==> config.mk <==
export PLATFORM = sky130hd
export DESIGN_NAME = hazard_ctrl
export DESIGN_NICKNAME = d
export VERILOG_FILES = /design/src/rtl/hazard_ctrl.sv
export SDC_FILE = /design/constraint.sdc
export NUM_CORES = 1
export LEC_CHECK = 0
export BUFFER_PORTS_ARGS = -buffer_cell sky130_fd_sc_hd__buf_2
export CAP_MARGIN = 15
export CORE_ASPECT_RATIO = 1.75
export CORE_UTILIZATION = 35
export CTS_CLUSTER_DIAMETER = 50
export DETAILED_ROUTE_END_ITERATION = 8
export MAX_ROUTING_LAYER = met4
export PLACE_DENSITY_LB_ADDON = 0.05
export SETUP_SLACK_MARGIN = 0.4
export SLEW_MARGIN = 5
export SYNTH_ARGS = -nofsm -noshare
export SYNTH_HDL_FRONTEND = slang
export SYNTH_SLANG_ARGS = --single-unit
==> constraint.sdc <==
create_clock -name clk_i -period 2.2 [get_ports clk_i]
set_clock_uncertainty 0.2 [all_clocks]
set_input_delay 0.11 -clock clk_i [delete_from_list [all_inputs] [get_ports clk_i]]
set_output_delay 0.11 -clock clk_i [all_outputs]
set_load 0.03 [all_outputs]
==> src/rtl/hazard_ctrl.sv <==
// Pipeline hazard/sequencing controller: shadows EX/MEM/WB destinations, detects RAW hazards in ID.
// Define HAZARD_FWD_EN when EX/MEM forwarding exists (only load-use stalls); otherwise EX/MEM hits stall.
module hazard_ctrl #(
  parameter int REG_AW = 3,
  parameter int CNT_W  = 16
) (
  input  logic              clk_i,
  input  logic              rst_i,
  input  logic              id_valid_i,
  input  logic [REG_AW-1:0] id_rs_i,
  input  logic              id_rs_v_i,
  input  logic [REG_AW-1:0] id_rt_i,
  input  logic              id_rt_v_i,
  input  logic              id_wr_i,
  input  logic [REG_AW-1:0] id_rd_i,
  input  logic              id_ld_i,
  input  logic              br_taken_i,
  input  logic              mem_stall_i,
  output logic              pc_en_o,
  output logic              ifid_en_o,
  output logic              ifid_flush_o,
  output logic              idex_bubble_o,
  output logic              pipe_en_o,
  output logic [CNT_W-1:0]  stall_cnt_o
);

  typedef struct packed {
    logic              v;
    logic              wr;
    logic [REG_AW-1:0] rd;
    logic              ld;
  } shadow_t;

  // Index 0 = EX, 1 = MEM, 2 = WB. WB is tracked but never stalls: the regfile writes before it reads.
  shadow_t          shd_q [3];
  shadow_t          shd_d [3];
  logic [CNT_W-1:0] cnt_q, cnt_d;
  logic             hit_ex;
  logic             hazard;
  logic             raw_stall;

  function automatic logic src_hit(input shadow_t s,
                                   input logic [REG_AW-1:0] rs, input logic rs_v,
                                   input logic [REG_AW-1:0] rt, input logic rt_v);
    return (rs_v & s.v & s.wr & (s.rd == rs)) | (rt_v & s.v & s.wr & (s.rd == rt));
  endfunction

  assign hit_ex = src_hit(shd_q[0], id_rs_i, id_rs_v_i, id_rt_i, id_rt_v_i);

`ifdef HAZARD_FWD_EN
  assign hazard = hit_ex & shd_q[0].ld;
`else
  assign hazard = hit_ex | src_hit(shd_q[1], id_rs_i, id_rs_v_i, id_rt_i, id_rt_v_i);
`endif

  assign raw_stall   = id_valid_i & hazard;
  assign stall_cnt_o = cnt_q;

  // Priority: memory freeze beats branch kill beats RAW stall.
  always_comb begin
    pc_en_o       = 1'b1;
    ifid_en_o     = 1'b1;
    ifid_flush_o  = 1'b0;
    idex_bubble_o = 1'b0;
    pipe_en_o     = 1'b1;
    if (mem_stall_i) begin
      pc_en_o   = 1'b0;
      ifid_en_o = 1'b0;
      pipe_en_o = 1'b0;
    end else if (br_taken_i) begin
      ifid_flush_o  = 1'b1;
      idex_bubble_o = 1'b1;
    end else if (raw_stall) begin
      pc_en_o       = 1'b0;
      ifid_en_o     = 1'b0;
      idex_bubble_o = 1'b1;
    end
  end

  always_comb begin
    shd_d = shd_q;
    cnt_d = cnt_q;
    if (pipe_en_o) begin
      shd_d[2] = shd_q[1];
      shd_d[1] = shd_q[0];
      shd_d[0] = idex_bubble_o ? '0 : {id_valid_i, id_wr_i, id_rd_i, id_ld_i};
    end
    if (raw_stall && !mem_stall_i && !br_taken_i && (cnt_q != {CNT_W{1'b1}}))
      cnt_d = cnt_q + CNT_W'(1);
  end

  always_ff @(posedge clk_i or posedge rst_i) begin
    if (rst_i) begin
      for (int i = 0; i < 3; i++) shd_q[i] <= '0;
      cnt_q <= '0;
    end else begin
      shd_q <= shd_d;
      cnt_q <= cnt_d;
    end
  end

endmodule

==> results summary, run 1 <==
For this run, the total global-route usage over all layers was measured as 0.176. The final worst slack came out at 0.000416 ns. Data on the critical path is required at its endpoint by about 1.9 ns. The number of maximum-capacitance constraint violations is 0. For this run, the slowest stage of the critical path takes 0.45 ns.

The number of failing hold endpoints at the final stage came out at 0. The maximum fanout encountered on the critical timing path came out at 3. The die covers around 4400 µm². The worst setup path is captured at an output port. The slew at the pin closest to its max-slew limit is 0.347 ns. Of the total power, registers draw 0.516. The number of antenna diodes is 0.

The portion of the clock cycle consumed by the worst path in the final layout came out at 1.00. Of the total power, the share spent switching nets is 0.266. The flow ran to the end, and the final reports show no timing, DRC or antenna violations. The most numerous cell on the critical path is sky130_fd_sc_hd__buf_6. The effective utilization at floorplan came out at 0.369. For this block, the initial DRC count from the detailed router was 7.

In the layout the commonest cells are sky130_fd_sc_hd__buf_2 (34), sky130_fd_sc_hd__dfrtp_1 (23), sky130_fd_sc_hd__xor2_1 (22), sky130_fd_sc_hd__nand2_1 (12), sky130_fd_sc_hd__buf_4 (10). The internal portion of total power is between 0.7 and 0.8 mW. The CTS H-tree depth is 1.

The cell count after placement came out at 216. The worst-case IR drop observed on VDD is 0.294 mV. No sink is reached through more buffers than the 2 on the longest clock path. The wire length of the first global-routing pass is 5590 µm. The proportion of power drawn by combinational gates came out at 0.175.

Leaving out fill and tap cells, the most frequent cell in the layout is sky130_fd_sc_hd__buf_2. From left edge to right edge, the die measures 50.5 µm. The mean routed wirelength per cell came out at 14.4 µm.

The global placer's final weighted congestion came out at 0.763. The total wirelength of the detailed-routed design came out at about 3400 µm. After routing the design area is between 2000 and 2500 µm². In this run, CTS created clock tree buffers numbering 3. The initial antenna violation count came out at 0. The area of the core is 3900 µm². The count of unique library cells instantiated by Yosys came out at 36. The analysis attributes to cell leakage a power of approximately 1.1 nW. Summing all multi-input logic gate instances after layout gives about 940 µm². The number of pins exceeding their max-slew limit in the final report came out at 0. The number of synthesized register bits came out at 26. The worst-skew pair later-pin latency is 0.27 ns. During synthesis, Yosys emitted a total of 0 warnings.

After detailed placement, the total cell area comes to between 1500 and 2000 µm². Leaving out filler cells and counting taps, the final layout contains 236. The slowest library cell on the worst path is sky130_fd_sc_hd__dfrtp_2. Counting the fill cells in the layout gives between 300 and 400. Pin placement for this block handled 39 I/O pins. The number of buffer and inverter stages on the critical path is 3. Of the cells placed in the final design, the portion with a size suffix greater than 1 is 0.495.

The final cell utilization of the core came out at 0.544. The number of global-route vias before repair was 1,196. The total congestion overflow came out at 0. In the post-synthesis netlist, the biggest area contributors are sky130_fd_sc_hd__dfrtp_1 (45%), sky130_fd_sc_hd__xor2_1 (15%), sky130_fd_sc_hd__mux2_2 (3.9%), sky130_fd_sc_hd__nor3_4 (3.4%), sky130_fd_sc_hd__nand2_1 (3.1%). The clock transition time at the flip-flop clock pins of the worst setup and hold paths is roughly 0.090 ns.

After legalization and detailed placement, the total HPWL measured 2470 µm. The height of the die came out at 86.9 µm. The number of cells produced by synthesis came out at around 130. The power per standard cell area came out at 475 nW/µm². The startpoint type of the worst setup path is a flip-flop. The post-layout minimum cycle time is 2.20 ns. Counting every sink on the clock net gives 26. Data arrives at the worst endpoint at about 1.9 ns. In this run the cell area of the synthesized design comes to 1440 µm². Relative to the synthesized area, the layout overhead comes to 47.4%. After detailed routing, the number of remaining DRC violations is 0. The fraction of power consumed by the clock network came out at 0.309. The sequential cell area came out at 654 µm².

The sequential area share after synthesis came out at 0.452. Each instance of the synthesized netlist takes up on average 11.0 µm². The library cell occupying the most area in the post-synthesis netlist is sky130_fd_sc_hd__dfrtp_1. The ratio of routed vias to standard cells is 4.93. Headroom to the max-slew limit came out at 0.769.

The clock root buffer is sky130_fd_sc_hd__clkbuf_8. The category of the most critical setup path is reg -> out. The number of input and output port buffers inserted is 37. The path class of the tightest hold or removal check is in -> reg.

The post-route antenna net violation count is 0. The kind of cell with the highest combined delay on the critical path is flip-flops. The switching component of the power is ~0.27 mW. The final layout contains between 200 and 250 nets.

The clock tree from TritonCTS is yes. The count of endpoints failing setup in the final report is 0. The maximum number of pins on one net before global-route repair came out at 27. The pre-CTS worst setup slack is 0.0340 ns. When the netlist entered floorplanning its net count stood at 150. Detailed routing inserted a total of roughly 1,200 vias. Setup repair after global routing could not meet its margin everywhere. The row count is 30. The fmax is around 450 MHz. Walking the worst path, the cells encountered are buf_6 -> xor2_4 -> nor4_4 -> o21ai_2 -> a21boi_2 -> buf_4 -> a21oi_4 -> buf_6.

The count of TritonRoute iterations in the first routing pass is 4. The share of the synthesized area in the top cell type is 0.452.
[path summary, 6_finish.rpt]
path | from | endpoint | slack, ns | depth (start not counted)
max | shd_q[14] | pc_en_o | 0.0004 | 8
min | br_taken_i | shd_q[15] | 0.03 | 3
max reg2reg | shd_q[14] | stall_cnt_o[1] | 0.01 | 7
min reg2reg | stall_cnt_o[10] | stall_cnt_o[10] | 0.29 | 1
max in group asynchronous | rst_i | stall_cnt_o[0] | 1.29 | 4
min in group asynchronous | rst_i | shd_q[11] | 0.23 | 4
[synthesized netlist by cell type, drive strengths merged]
master	number
a21boi	1
a21oi	1
a22o	4
and3	1
and4	2
and4b	1
and4bb	1
buf	3
clkbuf	2
dfrtp	26
ha	1
inv	3
mux2	6
nand2	12
nand2b	1
nand3	3
nand3b	2
nand4	5
nor2	11
nor3	5
nor3b	1
nor4	4
nor4b	1
o2111ai	1
o21a	1
o21ai	3
or3	2
xnor2	3
xor2	24
[state kept, by name, summed over array words and instances (netlist names)]
name	count
stall_cnt_o	16
shd_q	10
[cells by family after synthesis]
logic type | count (synthesis) | synth area share
simple gates | 52 | 0.243
xor+xnor | 27 | 0.164
fa+ha+maj | 1 | 0.00869
mux | 6 | 0.0469
flops | 26 | 0.452
compound gates | 11 | 0.0556
buf+inv | 8 | 0.0295
[area by class of cell]
type	instances	area share
clock buffers	4	0.0259
repair buffers	58	0.190
inverters	3	0.00531
well taps	48	0.0283
flip-flops and latches	26	0.308
multi-input cells	97	0.442
[worst reg2reg max path, delay by kind of cell, from the launching register on]
family,cells,cell delay [ns]
simple gates,2,0.48
flops,1,0.45
compound gates,2,0.38
mux,1,0.29
xor+xnor,1,0.15
buf+inv,1,0.13
[timing repair]
item	CTS	global route
hold buffers	7	0
gates resized for setup	8	24
hold endpoints to repair	31	0
pin swaps	5	19
setup endpoints to repair	23	23
setup buffers	7	2
[through the flow]
step | power [mW] | setup TNS [ns] | hold slack, ns
6_report | 1.01 | 0 | 0.0347
5_1_grt | 1.06 | -0.924 | 0.0545
4_1_cts | 1.00 | 0 | 0.0309
3_5_place_dp | 0.662 | 0 | -0.00851
3_3_place_gp | 0.657 | 0 | -0.0168
2_1_floorplan | 0.613 | 0 | -0.0501
[power by group through the flow]
| stage | Combinational (mW) | Clock [mW] | Sequential, mW |
|---|---|---|---|
| 2_1_floorplan | 0.0804 | 0 | 0.532 |
| 3_3_place_gp | 0.126 | 0 | 0.531 |
| 3_5_place_dp | 0.129 | 0 | 0.532 |
| 4_1_cts | 0.156 | 0.325 | 0.519 |
| 5_1_grt | 0.193 | 0.345 | 0.524 |
| 6_report | 0.176 | 0.311 | 0.521 |
[metal layers]
metal / vias to the layer above / part of all wire / GRT usage
li1: 566 / - / -
met1: 576 / 0.37 / 0.186
met2: 20 / 0.59 / 0.327
met3: 2 / 0.024 / 0.0209
met4: 0 / 0.0074 / 0.0606
met5: - / 0 / -
Note: power is estimated with default switching activity, not from simulation.
==> inputs of run 2 (changes only) <==
==> constraint.sdc (replaced) <==
create_clock -name clk_i -period 2.5 [get_ports clk_i]
set_clock_uncertainty 0.2 [all_clocks]
set_input_delay 0.125 -clock clk_i [delete_from_list [all_inputs] [get_ports clk_i]]
set_output_delay 0.125 -clock clk_i [all_outputs]
set_load 0.03 [all_outputs]
==> results summary, run 2 (synthesis results as in run 1) <==
The maximum fanout encountered on the critical timing path came out at 6 (+3). The clock transition time at the flip-flop clock pins of the worst setup and hold paths came out at 0.10 ns (about the same). The number of maximum-capacitance constraint violations is 0 (unchanged). TritonCTS built the clock tree.

The placed wire-length estimate is 2450 µm (-0.74%). The internal portion of total power came out at 0.615 mW (-17%). The x dimension of the die is 50.5 µm (unchanged). The total I/O pin count was 39 (unchanged).

The global placer's final weighted congestion came out at 0.700 (-8.2%). The growth of design area from synthesis to finish is 36.2%. The final cell utilization of the core is 0.503 (-0.0410).

The ratio of routed vias to standard cells came to 5.11 (+3.5%). The post-route antenna net violation count came out at 0 (unchanged). The number of global-route vias before repair was 1,184 (-1.0%). Tracing the worst setup path back leads to its startpoint at shd_q[13].

The switching portion of total power came out at 0.268 (+0.00180). The effective utilization at floorplan is 0.369 (unchanged). The number of cells on the worst reg-to-reg path came out at 8 (+1). The critical path goes through xor2_1 -> nor4_2 -> buf_4 -> o2111ai_2 -> o21a_4 -> buf_4 -> nor3_4 -> xor2_1. The total stage count of the critical path came out at 8 (unchanged). The critical path is of the reg -> reg type. The total negative slack for setup checks came out at 0 ns (unchanged). The power per standard cell area came out at 428 nW/µm² (-9.9%). The number of buffer and inverter stages on the critical path came out at 2 (-1). The critical path's largest stage delay is 0.43 ns (-0.02 ns). The total wirelength of the detailed-routed design came to 3510 µm (+3.2%). The worst-skew pair later-pin latency is 0.27 ns (about the same). The global-route usage over all layers is 0.177 (+0.000960).

The portion of the clock cycle consumed by the worst path in the final layout came out at 0.880. The share of final-layout standard cells stronger than drive strength 1 came to 0.438 (-0.0568). The total congestion overflow came to 0 (unchanged).

The maximum number of pins on one net before global-route repair was 20 (-26%). The number of antenna diodes came out at 0 (unchanged). The required time of the critical path is 2.49 ns (+0.60 ns).

The switching component of the power came to 0.225 mW (-16%). The number of nets in the final layout was 205 (-1.4%). The headroom to the max-slew limit is 0.524 (-0.245). The reg-to-reg critical path endpoint is stall_cnt_o[14]. The number of sinks handled by clock tree synthesis was 26 (unchanged).

The overall via count from detail_route came out at 1,190 (+2.2%). The slew at the pin closest to its max-slew limit came out at 0.713 ns (+0.366 ns). The post-detailed-route DRC marker count is 0 (unchanged). The proportion of power drawn by combinational gates came out at 0.158 (-0.017). The count of TritonRoute iterations in the first routing pass came out at 4 (unchanged). The count of routing violations after the opening detailed-route iteration was 13 (+6). The library cell used most frequently in the layout, excluding fill and tap cells, is sky130_fd_sc_hd__buf_2.

Based on the critical path, the design can be clocked at up to 455 MHz. The root buffer cell chosen for the clock tree is sky130_fd_sc_hd__clkbuf_8. The row count came out at 30 (unchanged). The number of CTS-inserted buffers came to 3 (unchanged).

The flip-flop count of the largest register, all copies and words added is 16 (unchanged). Among all stages on the critical path, the largest delay is contributed by sky130_fd_sc_hd__dfrtp_1. The post-layout minimum cycle time is 2.20 ns. The maximum resistive drop on vdd came to 0.266 mV (-9.4%). The number of failing hold endpoints at the final stage came out at 0 (unchanged). Following the worst setup path forward leads to its endpoint at stall_cnt_o[14]. The wire length of the first global-routing pass is 5550 µm (-0.63%). Setup repair after global routing could not meet its margin everywhere. The number of pins exceeding their max-slew limit in the final report is 0 (unchanged). The library cells used most frequently in the layout, excluding fill and tap cells, are sky130_fd_sc_hd__buf_2 (34), sky130_fd_sc_hd__dfrtp_1 (24), sky130_fd_sc_hd__xor2_1 (23), sky130_fd_sc_hd__nand2_1 (12), sky130_fd_sc_hd__buf_4 (12). The sequential share of power came out at 0.549 (+0.033). The critical path data arrival time is 2.19 ns (+0.30 ns). The area of the core is 3900 µm² (unchanged).

The worst setup path is launched from a flip-flop. The height of the die came out at 86.9 µm (unchanged). The startpoint identified for the worst register-to-register timing path is shd_q[13]. The area of the die is 4390 µm² (unchanged). The initial antenna violation count was 0 (unchanged). The fraction of power consumed by the clock network was 0.293 (-0.016). The number of input and output port buffers inserted came out at 37 (unchanged). The maximum buffer depth of the clock tree is 2 (unchanged). The overall power of the completed layout came out at 0.840 mW (-17%).

The reported leakage power came out at 1.03 nW (-8.2%). Grouping stages by cell kind, the critical path spends the most delay in simple AND/OR/NAND/NOR gates. The internal reg-to-reg setup slack came out at 0.30 ns (+0.29 ns). The endpoint class of the critical path is a flip-flop. The CTS H-tree depth came out at 1 (unchanged).

The count of endpoints failing setup in the final report came out at 0 (unchanged). The tightest min-delay check is of the in -> reg type. The flow ran to the end, and the final reports show no timing, DRC or antenna violations. The mean routed wirelength per cell came to 15.1 µm (+4.6%). The final-layout fill cell count came out at 370 (-3.1%).
run 2: area by class of cell:
class / count / area, µm² / area share
inverter: 3 / 11.3 / 0.00574
multi-input combinational: 98 / 851 / 0.434
sequential: 26 / 653 / 0.333
timing repair buffer: 54 / 342 / 0.174
tap: 48 / 60.1 / 0.0306
clock buffer: 4 / 45.0 / 0.0230
run 2: worst min-delay path by stage:
stage / start / endpoint / slack [ns] / depth (start not counted)
floorplan: rst_i / shd_q[10] / -0.04 / 1
global placement: rst_i / shd_q[8] / 0.07 / 2
detailed placement: rst_i / shd_q[8] / 0.08 / 2
CTS: mem_stall_i / shd_q[17] / 0.06 / 3
global route: mem_stall_i / shd_q[17] / 0.09 / 3
finish: mem_stall_i / shd_q[17] / 0.05 / 3
run 2: routing by layer:
metal	GRT usage	share of wire	vias up
met4	0.0682	0.014	0
li1	-	-	564
met1	0.189	0.38	598
met3	0.0157	0.026	4
met5	-	0	-
met2	0.327	0.58	24
run 2: worst reg2reg max path, stage by stage (launching register included):
cell                        delay [ns]
sky130_fd_sc_hd__dfrtp_1          0.43
sky130_fd_sc_hd__xor2_1           0.19
sky130_fd_sc_hd__nor4_2           0.26
sky130_fd_sc_hd__buf_4            0.17
sky130_fd_sc_hd__o2111ai_2        0.17
sky130_fd_sc_hd__o21a_4           0.20
sky130_fd_sc_hd__buf_4            0.16
sky130_fd_sc_hd__nor3_4           0.18
sky130_fd_sc_hd__xor2_1           0.15
run 2: power groups by stage:
stage	Combinational [mW]	Sequential, mW	Clock [mW]
3_3_place_gp	0.101	0.470	0
3_5_place_dp	0.105	0.471	0
2_1_floorplan	0.0663	0.468	0
6_report	0.133	0.461	0.246
4_1_cts	0.122	0.463	0.255
5_1_grt	0.145	0.463	0.271
run 2: repair_timing:
action                                  CTS  global route
endpoints found under the setup margin   21            20
setup buffers                             4             4
resized for setup                        13             5
hold buffers                              7             0
endpoints found under the hold margin    23             0
cloned                                    1             0
pin swaps                                 8             5
run 2: stage by stage:
| stage | setup WS, ns | hold WS [ns] | area (µm²) | instances |
|---|---|---|---|---|
| 2_1_floorplan | 0.387 | -0.0351 | 1470 | 131 |
| 3_3_place_gp | 0.210 | 0.0737 | 1690 | 213 |
| 3_5_place_dp | 0.190 | 0.0811 | 1690 | 213 |
| 4_1_cts | 0.335 | 0.0597 | 1900 | 229 |
| 5_1_grt | 0.228 | 0.0910 | 1960 | 233 |
| 6_report | 0.300 | 0.0526 | 1960 | 233 |
